## config.mk

```make
export PLATFORM = sky130hd
export DESIGN_NAME = alu_issue_flat
export DESIGN_NICKNAME = d
export VERILOG_FILES = /design/src/rtl/alu_issue_pkg.sv /design/src/rtl/alu_issue_if.sv /design/src/rtl/alu_rsp_fifo.sv /design/src/rtl/alu_issue.sv /design/src/flat_wrapper.sv
export SDC_FILE = /design/constraint.sdc
export NUM_CORES = 1
export LEC_CHECK = 0
export BUFFER_PORTS_ARGS = -buffer_cell sky130_fd_sc_hd__clkbuf_2
export CAP_MARGIN = 10
export CORE_ASPECT_RATIO = 0.8
export CORE_MARGIN = 8
export CORE_UTILIZATION = 48
export CTS_BUF_LIST = sky130_fd_sc_hd__clkbuf_8
export DETAILED_ROUTE_END_ITERATION = 6
export PLACE_DENSITY = 0.85
export SYNTH_ARGS = -nofsm -noshare
export SYNTH_HDL_FRONTEND = slang
export SYNTH_SLANG_ARGS = --single-unit
export TNS_END_PERCENT = 1
```

## constraint.sdc

```tcl
create_clock -name clk -period 1.6 [get_ports clk]
set_clock_uncertainty 0.1 [all_clocks]
set_input_delay 0.24 -clock clk [delete_from_list [all_inputs] [get_ports clk]]
set_output_delay 0.24 -clock clk [all_outputs]
set_load 0.02 [all_outputs]
```

## src/rtl/alu_issue_pkg.sv

```systemverilog
// Shared ALU datapath parameters, opcodes and the response payload type for alu_issue.
package alu_issue_pkg;

  localparam int unsigned WORD_SIZE           = 16;
  localparam int unsigned ALU_ISSUE_TAG_W_DEF = 4;
  localparam int unsigned TAG_W               = ALU_ISSUE_TAG_W_DEF;

  typedef enum logic [2:0] {
    ALU_ADD   = 3'd0,
    ALU_SUB   = 3'd1,
    ALU_MUL   = 3'd2,
    ALU_AND   = 3'd3,
    ALU_OR    = 3'd4,
    ALU_XOR   = 3'd5,
    ALU_SLT   = 3'd6,
    ALU_SHIFT = 3'd7
  } alu_op_e;

  typedef struct packed {
    logic [WORD_SIZE-1:0] data;
    logic [TAG_W-1:0]     tag;
  } rsp_t;

endpackage

```

## src/rtl/alu_issue_if.sv

```systemverilog
// Request, ALU-drive and response signals of alu_issue; slave is the issue block, master its environment.
interface alu_issue_if;
  import alu_issue_pkg::*;

  logic                 req_valid;
  logic                 req_ready;
  logic [2:0]           req_op;
  logic [WORD_SIZE-1:0] req_a;
  logic [WORD_SIZE-1:0] req_b;
  logic [TAG_W-1:0]     req_tag;
  logic                 req_fwd;

  logic [2:0]           alu_op;
  logic [WORD_SIZE-1:0] alu_in1;
  logic [WORD_SIZE-1:0] alu_in2;
  logic                 alu_enable;
  logic [WORD_SIZE-1:0] alu_out;

  logic                 rsp_valid;
  logic                 rsp_ready;
  logic [WORD_SIZE-1:0] rsp_data;
  logic [TAG_W-1:0]     rsp_tag;
  logic                 busy;

  modport slave (
    input  req_valid, req_op, req_a, req_b, req_tag, req_fwd, alu_out, rsp_ready,
    output req_ready, alu_op, alu_in1, alu_in2, alu_enable, rsp_valid, rsp_data, rsp_tag, busy
  );

  modport master (
    output req_valid, req_op, req_a, req_b, req_tag, req_fwd, alu_out, rsp_ready,
    input  req_ready, alu_op, alu_in1, alu_in2, alu_enable, rsp_valid, rsp_data, rsp_tag, busy
  );

endinterface

```

## src/rtl/alu_rsp_fifo.sv

```systemverilog
// Synchronous response FIFO (result + tag) with occupancy count; DEPTH must be a power of two.
module alu_rsp_fifo
  import alu_issue_pkg::*;
#(
  parameter int unsigned DEPTH = 4
) (
  input  logic                   clk,
  input  logic                   rst_n,
  input  logic                   i_push,
  input  rsp_t                   i_data,
  input  logic                   i_pop,
  output rsp_t                   o_data,
  output logic [$clog2(DEPTH):0] o_count
);

  localparam int unsigned PTR_W = $clog2(DEPTH);
  localparam int unsigned CNT_W = PTR_W + 1;

  rsp_t             r_mem [DEPTH];
  logic [PTR_W-1:0] r_wr_ptr;
  logic [PTR_W-1:0] r_rd_ptr;
  logic [CNT_W-1:0] r_count;
  logic             w_pop;

  assign w_pop = i_pop && (r_count != '0);

  // Pointers wrap naturally because DEPTH is a power of two.
  always_ff @(posedge clk) begin
    if (!rst_n) begin
      r_wr_ptr <= '0;
      r_rd_ptr <= '0;
      r_count  <= '0;
    end else begin
      if (i_push) r_wr_ptr <= r_wr_ptr + PTR_W'(1);
      if (w_pop)  r_rd_ptr <= r_rd_ptr + PTR_W'(1);
      case ({i_push, w_pop})
        2'b10:   r_count <= r_count + CNT_W'(1);
        2'b01:   r_count <= r_count - CNT_W'(1);
        default: r_count <= r_count;
      endcase
    end
  end

  always_ff @(posedge clk) begin
    if (i_push) r_mem[r_wr_ptr] <= i_data;
  end

  assign o_data  = r_mem[r_rd_ptr];
  assign o_count = r_count;

endmodule

```

## src/rtl/alu_issue.sv

```systemverilog
// ALU issue/initiator: handshakes requests into the ALU and returns tagged results in order.
// Optional operand forwarding of the previous result is enabled by defining ALU_ISSUE_FWD_EN.
module alu_issue
  import alu_issue_pkg::*;
#(
  parameter int unsigned DEPTH = 4
) (
  input logic        clk,
  input logic        rst_n,
  alu_issue_if.slave bus
);

  localparam int unsigned CNT_W = $clog2(DEPTH) + 1;
  localparam int unsigned OCC_W = CNT_W + 1;

  logic             r_inflight_v;
  logic [TAG_W-1:0] r_inflight_tag;
  logic [CNT_W-1:0] w_count;
  logic [OCC_W-1:0] w_occ;
  logic             w_issue;
  logic             w_rsp_valid;
  logic             w_pop;
  rsp_t             w_push_data;
  rsp_t             w_head;

  // Credits cover both the FIFO and the op whose result is still in the ALU.
  assign w_occ         = {1'b0, w_count} + OCC_W'(r_inflight_v);
  assign bus.req_ready = rst_n && (w_occ < OCC_W'(DEPTH));
  assign w_issue       = bus.req_valid && bus.req_ready;

  assign bus.alu_enable = w_issue;
  assign bus.alu_op     = bus.req_op;
  assign bus.alu_in2    = bus.req_b;

`ifdef ALU_ISSUE_FWD_EN
  logic r_has_result;

  always_ff @(posedge clk) begin
    if (!rst_n)       r_has_result <= 1'b0;
    else if (w_issue) r_has_result <= 1'b1;
  end

  assign bus.alu_in1 = !bus.req_fwd  ? bus.req_a   :
                       r_has_result  ? bus.alu_out : '0;
`else
  logic w_unused_fwd;
  assign w_unused_fwd = bus.req_fwd;
  assign bus.alu_in1  = bus.req_a;
`endif

  always_ff @(posedge clk) begin
    if (!rst_n) begin
      r_inflight_v <= 1'b0;
    end else begin
      r_inflight_v <= w_issue;
      if (w_issue) r_inflight_tag <= bus.req_tag;
    end
  end

  assign w_push_data = '{data: bus.alu_out, tag: r_inflight_tag};
  assign w_rsp_valid = (w_count != '0);
  assign w_pop       = w_rsp_valid && bus.rsp_ready;

  alu_rsp_fifo #(
    .DEPTH (DEPTH)
  ) u_fifo (
    .clk     (clk),
    .rst_n   (rst_n),
    .i_push  (r_inflight_v),
    .i_data  (w_push_data),
    .i_pop   (w_pop),
    .o_data  (w_head),
    .o_count (w_count)
  );

  assign bus.rsp_valid = w_rsp_valid;
  assign bus.rsp_data  = w_head.data;
  assign bus.rsp_tag   = w_head.tag;
  assign bus.busy      = r_inflight_v || w_rsp_valid;

endmodule

```

## src/flat_wrapper.sv

```systemverilog
// flat-port wrapper written by rule: the top's interface ports become plain ports
module alu_issue_flat import alu_issue_pkg::*;
#(
  parameter int unsigned DEPTH = 4
)
  (clk, rst_n, bus_req_valid, bus_req_op, bus_req_a, bus_req_b, bus_req_tag, bus_req_fwd, bus_alu_out, bus_rsp_ready, bus_req_ready, bus_alu_op, bus_alu_in1, bus_alu_in2, bus_alu_enable, bus_rsp_valid, bus_rsp_data, bus_rsp_tag, bus_busy);
  alu_issue_if bus_i ();
  input logic clk;
  input logic rst_n;
  input wire logic [$bits(bus_i.req_valid)-1:0] bus_req_valid;
  input wire logic [$bits(bus_i.req_op)-1:0] bus_req_op;
  input wire logic [$bits(bus_i.req_a)-1:0] bus_req_a;
  input wire logic [$bits(bus_i.req_b)-1:0] bus_req_b;
  input wire logic [$bits(bus_i.req_tag)-1:0] bus_req_tag;
  input wire logic [$bits(bus_i.req_fwd)-1:0] bus_req_fwd;
  input wire logic [$bits(bus_i.alu_out)-1:0] bus_alu_out;
  input wire logic [$bits(bus_i.rsp_ready)-1:0] bus_rsp_ready;
  output wire logic [$bits(bus_i.req_ready)-1:0] bus_req_ready;
  output wire logic [$bits(bus_i.alu_op)-1:0] bus_alu_op;
  output wire logic [$bits(bus_i.alu_in1)-1:0] bus_alu_in1;
  output wire logic [$bits(bus_i.alu_in2)-1:0] bus_alu_in2;
  output wire logic [$bits(bus_i.alu_enable)-1:0] bus_alu_enable;
  output wire logic [$bits(bus_i.rsp_valid)-1:0] bus_rsp_valid;
  output wire logic [$bits(bus_i.rsp_data)-1:0] bus_rsp_data;
  output wire logic [$bits(bus_i.rsp_tag)-1:0] bus_rsp_tag;
  output wire logic [$bits(bus_i.busy)-1:0] bus_busy;
  assign bus_i.req_valid = bus_req_valid;
  assign bus_i.req_op = bus_req_op;
  assign bus_i.req_a = bus_req_a;
  assign bus_i.req_b = bus_req_b;
  assign bus_i.req_tag = bus_req_tag;
  assign bus_i.req_fwd = bus_req_fwd;
  assign bus_i.alu_out = bus_alu_out;
  assign bus_i.rsp_ready = bus_rsp_ready;
  assign bus_req_ready = bus_i.req_ready;
  assign bus_alu_op = bus_i.alu_op;
  assign bus_alu_in1 = bus_i.alu_in1;
  assign bus_alu_in2 = bus_i.alu_in2;
  assign bus_alu_enable = bus_i.alu_enable;
  assign bus_rsp_valid = bus_i.rsp_valid;
  assign bus_rsp_data = bus_i.rsp_data;
  assign bus_rsp_tag = bus_i.rsp_tag;
  assign bus_busy = bus_i.busy;
  alu_issue #(.DEPTH(DEPTH)) u_core (.clk(clk), .rst_n(rst_n), .bus(bus_i));
endmodule
```

==> results.py, run 1 <==
metrics = {
    "status": {
        "outcome": "complete, but fails checks",
        "violations": "negative setup slack",
    },
    "yosys": {
        "synth_flop_cell": "edfxtp_1",
        "async_flop_share": 0,
        "synth_warnings": 0,
        "synth_top_area_frac": 0.665,
        "synthesis.nets": 262,
        "syn_inst": 196,
        "ys_types": 23,
        "synth_seq_cells": 94,
        "seq_area_frac_synth": 0.718,
        "synth_common_cells": "edfxtp_1, buf_4, mux4_2",
        "yosysMostFrequentCell": "edfxtp_1",
        "ys_top_cells_by_area": "edfxtp_1, mux4_2, buf_4",
        "synth_edf_count": 84,
        "yosysTopAreaCell": "edfxtp_1",
        "syn_area_mm2": 0.00379,
        "avgSynthCellArea_um2": 19.4,
    },
    "pwr": {
        "power.density_mw_per_mm2": 1400,
        "power_leakage_nw": 1.56,
        "ir_worst_vdd_mv": 0.990,
    },
    "sta": {
        "fmax_mhz": 513,
        "fin_ws_ns": -0.351,
        "period_needed_ns": 1.95,
        "hold_viol": 0,
        "rsz0062_at_grt": "yes",
        "drv_slew": 0,
        "setup_viol": 26,
        "tightest_slew_ns": 0.266,
        "relSlewSlack": 0.823,
        "fin_tns_setup_ns": -7.42,
        "holdWs_ns": 0.0261,
        "finalCritPeriodShare": 1.22,
    },
    "die": {
        "io_pins": 119,
        "die_area_mm2": 0.0110,
        "rows": 29,
        "die_w_um": 115,
        "core_mm2": 0.00780,
        "start_util": 0.486,
        "die-height_um": 95.5,
    },
    "clock_network": {
        "cts_tree": "built",
        "cts_buffer_depth": 2,
        "postCtsSetupBuffers": 0,
        "path_clk_slew_ns": 0.09,
        "worstSkewPairLatency_ns": 0.35,
        "clock-sinks": 94,
        "clockRootBuffer": "clkbuf_8",
        "cts_made_buffers": 9,
        "cts_max_level": 3,
    },
    "worst_setup_path": {
        "cp_num_cells": 3,
        "required_ns": 1.26,
        "rrSetupSlack_ns": -0.11,
        "cp.arrival_ns": 1.61,
        "critPathMaxFanout": 10,
        "crit_type": "register to primary output",
        "crit_buf_inv": 2,
        "rr_worst_depth": 6,
        "reg2reg_from": "u_core.u_fifo.o_count[2]",
        "crit_chain": "buf_12 -> mux4_2 -> buf_2",
        "crit_path_end_kind": "primary output",
        "rr_endpoint": "u_core.u_fifo.o_count[1]",
        "timing.critical_path.max_delay_family": "multiplexers",
        "cp_slowest_cell": "mux4_2",
        "crit_path_start_kind": "register",
        "cp_slowest_stage_delay_ns": 0.51,
    },
    "grt": {
        "grt_usage": 0.127,
        "grt_pass1_wl_um": 10100,
        "antenna_found_initial": 0,
        "grt_pass1_vias": 1962,
        "overflow": 0,
        "grt_max_degree": 21,
    },
    "drt": {
        "wl_met1_um": 2720,
        "drt-wirelength-per-cell_um": 18.0,
        "first_iter_violations": 102,
        "dr.pass1.iters": 4,
        "vias": 1785,
        "top_layer": "met4",
        "final_antenna_net_count": 0,
        "met3_length_um": 451,
        "routed_wl_um": 6470,
        "drcViolationCount": 0,
        "vias_per_cell": 4.97,
        "wl_met2_um": 3170,
    },
    "layout": {
        "final_cells": 359,
        "ff_latch_area_mm2": 0.00273,
        "fill_cells": 567,
        "nets": 312,
        "multi_input_area_um2": 776,
        "drive_above_1_share": 0.426,
        "antenna_cells": 0,
        "fin_area_mm2": 0.00450,
        "area_growth_pct": 18.6,
    },
    "min_path": {
        "hp-start": "bus_alu_out[12]",
        "holdPathStages": 1,
        "hp-class": "input port to register",
        "min_to": "u_core.u_fifo.r_mem[1][16]",
    },
    "placement": {
        "place_area_mm2": 0.00404,
        "dp_hpwl_um": 4180,
        "finalWeightedCongestion": 0.762,
        "io_buffer_count": 47,
        "dp.cells": 325,
    },
    "job": {
        "max_cap_violations": 0,
    },
}
## where the power goes
group,internal [mW],switching (mW),total [mW]
registers,2.85,0.0876,2.94
logic,0.903,0.903,1.81
clock network,0.776,0.779,1.56
## layout by cell type (no fill, tap or decap), drive strengths merged, types with 2 or more instances in the layout
master / synthesis / layout
inv: 6 / 9
and2: 11 / 11
buf: 40 / 33
clkbuf: 0 / 39
dlygate4sd3: 0 / 17
ha: 5 / 5
nand2b: 2 / 2
clkinv: 0 / 2
xor2: 2 / 2
edfxtp: 84 / 84
mux4: 20 / 20
dfxtp: 10 / 10
nor2b: 3 / 3
xnor2: 3 / 3
## flip-flops by register name, summed over array words and instances (netlist names), named ones only
name                    cells
u_core.u_fifo.o_count       3
u_core.r_inflight_v         1
u_core.r_inflight_tag       4
u_core.u_fifo.r_wr_ptr      2
u_core.u_fifo.r_mem        80
u_core.u_fifo.r_rd_ptr      2
## worst register-to-register path: cells and delay by family, from the launching register on
kind / cells / cell delay, ns
AND/OR/NAND/NOR: 1 / 0.12
flip-flops: 1 / 0.32
adder cells (fa/ha/maj): 2 / 0.61
buffers and inverters: 1 / 0.07
AO/OA/AOI/OAI: 2 / 0.43
## metrics by stage
stage / power [mW] / util / setup WS [ns]
CTS: 6.34 / 0.571 / -0.388
global placement: 4.58 / 0.518 / -0.0810
global route: 6.62 / 0.577 / -0.436
floorplan: 4.21 / - / -0.0882
detailed placement: 4.62 / 0.518 / -0.117
finish: 6.30 / 0.577 / -0.351
## metal layers
metal  up-vias  global-route usage
met5         -                   0
met4         0              0.0534
met3        24              0.0513
met2        61               0.203
met1       884               0.150
li1        816                   -
## kinds of logic (layout without fill, tap and decap cells)
| group | after synthesis | count (layout) | synth area share |
|---|---|---|---|
| buf+inv | 46 | 101 | 0.0851 |
| simple gates | 18 | 18 | 0.0290 |
| mux | 21 | 21 | 0.121 |
| compound gates | 6 | 6 | 0.0135 |
| fa+ha+maj | 6 | 6 | 0.0218 |
| flops | 94 | 94 | 0.718 |
| xor+xnor | 5 | 5 | 0.0115 |
## how the worst max path moves through the flow
stage | startpoint | endpoint | slack [ns]
final | register | bus_rsp_tag[1] | -0.35
after global routing | register | bus_rsp_data[6] | -0.44
after detailed placement | bus_rsp_ready | u_core.u_fifo.o_count[2] | -0.12
after floorplan | u_core.u_fifo.o_count[0] | u_core.u_fifo.o_count[2] | -0.09
after global placement | bus_rsp_ready | u_core.u_fifo.o_count[2] | -0.08
after CTS | register | bus_rsp_tag[1] | -0.39
## repair_timing
action,CTS,global route
pin swaps,0,1
hold buffers,15,2
gates cloned,1,0
endpoints found under the hold margin,41,8
resized for setup,8,26
endpoints found under the setup margin,26,26
## area by class of cell
| type | instances | area share |
|---|---|---|
| inverters | 6 | 0.00501 |
| repair buffers | 79 | 0.140 |
| clock inverters | 6 | 0.0150 |
| multi-input cells | 56 | 0.172 |
| clock buffers | 10 | 0.0306 |
| well taps | 108 | 0.0300 |
| flip-flops and latches | 94 | 0.607 |
No activity file was read; power rests on OpenSTA's default activity.
==> inputs of run 2 (changes only) <==
--- a/config.mk
+++ b/config.mk
@@ -13,5 +13,5 @@
 export CTS_BUF_LIST = sky130_fd_sc_hd__clkbuf_8
 export DETAILED_ROUTE_END_ITERATION = 6
-export PLACE_DENSITY = 0.85
+export PLACE_DENSITY = 0.78
 export SYNTH_ARGS = -nofsm -noshare
 export SYNTH_HDL_FRONTEND = slang
==> constraint.sdc (replaced) <==
create_clock -name clk -period 1.6 [get_ports clk]
set_clock_uncertainty 0.1 [all_clocks]
set_input_delay 0.32 -clock clk [delete_from_list [all_inputs] [get_ports clk]]
set_output_delay 0.32 -clock clk [all_outputs]
set_load 0.02 [all_outputs]
==> results.py, run 2 (synthesis results as in run 1) <==
metrics = {
    "sta": {
        "setup_viol": 26,
        "hold_viol": 0,
        "finalCritPeriodShare": 1.25,
        "period_needed_ns": 2.00,
        "fin_ws_ns": -0.397,
        "drv_slew": 0,
        "holdWs_ns": 0.0522,
        "fin_tns_setup_ns": -8.54,
        "tightest_slew_ns": 0.337,
        "relSlewSlack": 0.775,
        "fmax_mhz": 501,
        "rsz0062_at_grt": "yes",
    },
    "clock_network": {
        "path_clk_slew_ns": 0.08,
        "cts_made_buffers": 9,
        "cts_tree": "built",
        "clock-sinks": 94,
        "clockRootBuffer": "clkbuf_8",
        "cts_max_level": 3,
        "cts_hold_repair.buffers": 0,
        "cts_buffer_depth": 2,
        "worstSkewPairLatency_ns": 0.35,
        "postCtsSetupBuffers": 0,
    },
    "pwr": {
        "power.density_mw_per_mm2": 1420,
        "ir_worst_vdd_mv": 0.949,
        "power_leakage_nw": 1.50,
        "power_mw": 6.21,
    },
    "worst_setup_path": {
        "crit_buf_inv": 2,
        "cp_slowest_stage_delay_ns": 0.50,
        "crit_chain": "buf_6 -> mux4_2 -> buf_2",
        "cp.arrival_ns": 1.58,
        "crit_path_start_kind": "register",
        "critPathMaxFanout": 4,
        "timing.critical_path.max_delay_family": "multiplexers",
        "crit_type": "register to primary output",
        "required_ns": 1.18,
        "cp_slowest_cell": "mux4_2",
        "crit_path_end_kind": "primary output",
    },
    "layout": {
        "top_register": "u_core.u_fifo.r_mem",
        "mostFrequentLayoutCell": "edfxtp_1",
        "ff_latch_area_mm2": 0.00273,
        "fill_cells": 594,
        "drive_above_1_share": 0.458,
        "area_growth_pct": 15.0,
        "final_cell_mix": "edfxtp_1, clkbuf_2, mux4_2, buf_4, buf_2",
        "fin_area_mm2": 0.00436,
        "nets": 299,
        "multi_input_area_um2": 776,
        "largest_reg_flops": 80,
        "antenna_cells": 0,
    },
    "drt": {
        "vias": 1720,
        "final_antenna_net_count": 0,
        "first_iter_violations": 40,
        "drt-wirelength-per-cell_um": 17.6,
        "vias_per_cell": 4.97,
        "routed_wl_um": 6080,
        "drcViolationCount": 0,
        "dr.pass1.iters": 4,
    },
    "die": {
        "die_w_um": 115,
        "start_util": 0.486,
        "rows": 29,
        "core_mm2": 0.00780,
        "die-height_um": 95.5,
        "die_area_mm2": 0.0110,
        "io_pins": 119,
    },
    "placement": {
        "io_buffer_count": 47,
        "place_area_mm2": 0.00406,
        "dp_hpwl_um": 4130,
        "finalWeightedCongestion": 0.727,
    },
    "status": {
        "violations": "negative setup slack",
        "outcome": "complete, but fails checks",
    },
    "min_path": {
        "hp-class": "input port to register",
    },
    "grt": {
        "antenna_found_initial": 0,
        "grt_pass1_vias": 1834,
        "grt_pass1_wl_um": 9540,
        "grt_max_degree": 21,
        "overflow": 0,
        "grt_usage": 0.118,
    },
    "job": {
        "max_cap_violations": 0,
    },
}
-- run 2: cell type report --
| type | count | area share |
|---|---|---|
| Clock buffer | 9 | 0.0284 |
| Inverter | 6 | 0.00516 |
| Multi-Input combinational cell | 56 | 0.178 |
| Tap cell | 108 | 0.0310 |
| Sequential cell | 94 | 0.626 |
| Clock inverter | 7 | 0.0149 |
| Timing Repair Buffer | 66 | 0.117 |
-- run 2: layer usage --
metal  global-route usage  routed length [µm]  vias up
met3               0.0551                 506       25
met5                    0                   0        -
met4               0.0523                 143        0
met1                0.132                2330      839
met2                0.191                3090       65
li1                     -                   -      791
-- run 2: final timing paths --
path / from / to / slack (ns) / cells past startpoint
worst max-delay path: register / bus_rsp_tag[1] / -0.40 / 3
worst min-delay path: bus_req_tag[0] / u_core.r_inflight_tag[0] / 0.05 / 1
worst max register to register: u_core.u_fifo.o_count[0] / u_core.u_fifo.o_count[1] / -0.10 / 6
worst min register to register: u_core.r_inflight_tag[1] / u_core.u_fifo.r_mem[3][1] / 0.40 / 0
-- run 2: metrics by stage --
step	std cells	setup WS (ns)	utilization
2_1_floorplan	196	-0.0882	-
3_3_place_gp	329	-0.148	0.520
3_5_place_dp	329	-0.173	0.520
4_1_cts	345	-0.436	0.545
5_1_grt	346	-0.458	0.559
6_report	346	-0.397	0.559
-- run 2: what timing repair did --
item                                    in CTS  in global routing
gates cloned                                 0                  1
endpoints found under the setup margin      26                 30
gates resized for setup                      2                 44
pin swaps                                    0                  1
-- run 2: report_power, final --
part / switching [mW] / internal, mW / leakage [nW]
Sequential: 0.0932 / 2.85 / 0.848
Clock: 0.736 / 0.707 / 0.0863
Combinational: 0.876 / 0.948 / 0.561
Total: 1.70 / 4.50 / 1.50
==> inputs of run 3 (changes only) <==
- CORE_UTILIZATION: 48 -> 40
- PLACE_DENSITY: 0.78 -> 0.67
==> results.py, run 3 (synthesis results as in run 1) <==
metrics = {
    "status": {
        "outcome": "complete, but fails checks",
        "violations": "negative setup slack",
    },
    "drt": {
        "final_antenna_net_count": 0,
        "drt-wirelength-per-cell_um": 18.4,
        "dr.pass1.iters": 4,
        "vias": 1738,
        "routed_wl_um": 6580,
        "first_iter_violations": 77,
        "drcViolationCount": 0,
        "vias_per_cell": 4.85,
    },
    "clock_network": {
        "cts_max_level": 3,
        "clock-sinks": 94,
        "worstSkewPairLatency_ns": 0.35,
        "path_clk_slew_ns": 0.08,
        "cts_tree": "built",
        "cts_made_buffers": 9,
        "clockRootBuffer": "clkbuf_8",
        "cts_buffer_depth": 2,
        "cts_hold_repair.buffers": 0,
    },
    "job": {
        "max_cap_violations": 0,
    },
    "sta": {
        "rsz0062_at_grt": "yes",
        "relSlewSlack": 0.842,
        "finalCritPeriodShare": 1.27,
        "drv_slew": 0,
        "period_needed_ns": 2.03,
        "fin_ws_ns": -0.426,
        "tightest_slew_ns": 0.237,
        "setup_viol": 26,
        "hold_viol": 0,
        "fmax_mhz": 494,
    },
    "die": {
        "die_w_um": 125,
        "core_mm2": 0.00915,
        "rows": 31,
        "die-height_um": 103,
        "die_area_mm2": 0.0129,
        "start_util": 0.414,
        "io_pins": 119,
    },
    "layout": {
        "area_growth_pct": 16.7,
        "final_cells": 358,
        "top_register": "u_core.u_fifo.r_mem",
        "fin_util": 0.484,
        "mostFrequentLayoutCell": "edfxtp_1",
        "fill_cells": 762,
        "antenna_cells": 0,
        "nets": 304,
        "largest_reg_flops": 80,
        "drive_above_1_share": 0.465,
        "final_cell_mix": "edfxtp_1, clkbuf_2, buf_4, mux4_2",
    },
    "worst_setup_path": {
        "crit_path_end_kind": "primary output",
        "required_ns": 1.18,
        "crit_path_start_kind": "register",
        "critPathMaxFanout": 8,
        "crit_type": "register to primary output",
        "cp.arrival_ns": 1.61,
    },
    "pwr": {
        "power_mw": 6.58,
        "power.density_mw_per_mm2": 1490,
        "ir_worst_vdd_mv": 0.709,
        "power_leakage_nw": 1.56,
    },
    "placement": {
        "dp.cells": 341,
        "pre_cts_slack_ns": -0.229,
        "finalWeightedCongestion": 0.769,
        "dp_hpwl_um": 4610,
        "io_buffer_count": 47,
    },
    "min_path": {
        "hp-class": "input port to register",
    },
    "grt": {
        "overflow": 0,
        "grt_max_degree": 21,
        "grt_usage": 0.106,
        "grt_pass1_wl_um": 10200,
        "antenna_found_initial": 0,
        "grt_pass1_vias": 1901,
    },
}
## run 3: changes by cell type in the layout (fill, tap and decap cells not counted), sizes merged
| cell | delta |
|---|---|
| bufinv | +2 |
| buf | +6 |
| clkinv | -3 |
| clkbuf | -1 |
| clkinvlp | -2 |
| inv | +3 |
## run 3: worst paths after layout
path,start,end,slack (ns),depth (start not counted)
worst max-delay path,register,bus_rsp_data[10],-0.43,3
worst min-delay path,bus_req_tag[0],u_core.r_inflight_tag[0],0.04,1
worst max register to register,u_core.u_fifo.o_count[0],u_core.u_fifo.o_count[2],-0.14,7
worst min register to register,u_core.r_inflight_tag[1],u_core.u_fifo.r_mem[3][1],0.41,0
## run 3: cell type report
type	count	area (µm²)	share of cell area
clock buffer	9	124	0.0280
sequential	94	2730	0.616
timing repair buffer	71	519	0.117
inverter	6	22.5	0.00509
tap	115	144	0.0325
clock inverter	7	109	0.0246
multi-input combinational	56	779	0.176
## run 3: timing repair
action                                  in CTS  in global routing
gates resized for setup                      7                 40
cloned                                       1                  0
buffers inserted                             0                  0
endpoints found under the setup margin      26                 26
pin swaps                                    1                  2
## run 3: critical path: stages, from the launching register on
cell	delay, ns
dfxtp_4	0.42
buf_12	0.15
mux4_2	0.53
buf_6	0.15
## run 3: power breakdown
group          internal, mW  switching (mW)  total, mW
Clock                  1.02           0.750       1.77
Sequential             2.85          0.0951       2.94
Combinational         0.956           0.908       1.86
Total                  4.82            1.75       6.58
## run 3: metal layers
| layer | vias to the layer above | GRT usage | part of all wire | routed length, µm |
|---|---|---|---|---|
| met2 | 66 | 0.171 | 0.48 | 3160 |
| met3 | 20 | 0.0605 | 0.087 | 575 |
| li1 | 795 | - | - | - |
| met5 | - | 0 | 0 | 0 |
| met4 | 0 | 0.0299 | 0.012 | 80 |
| met1 | 857 | 0.120 | 0.42 | 2760 |
## run 3: per-stage QoR
stage               TNS, ns  cell area [µm²]  hold WS (ns)
floorplan            -0.298             3800         0.319
global placement      -1.61             4080         0.384
detailed placement    -1.76             4080         0.396
CTS                  -10.48             4360        0.0150
global route         -10.80             4430        0.0213
finish                -9.18             4430        0.0406
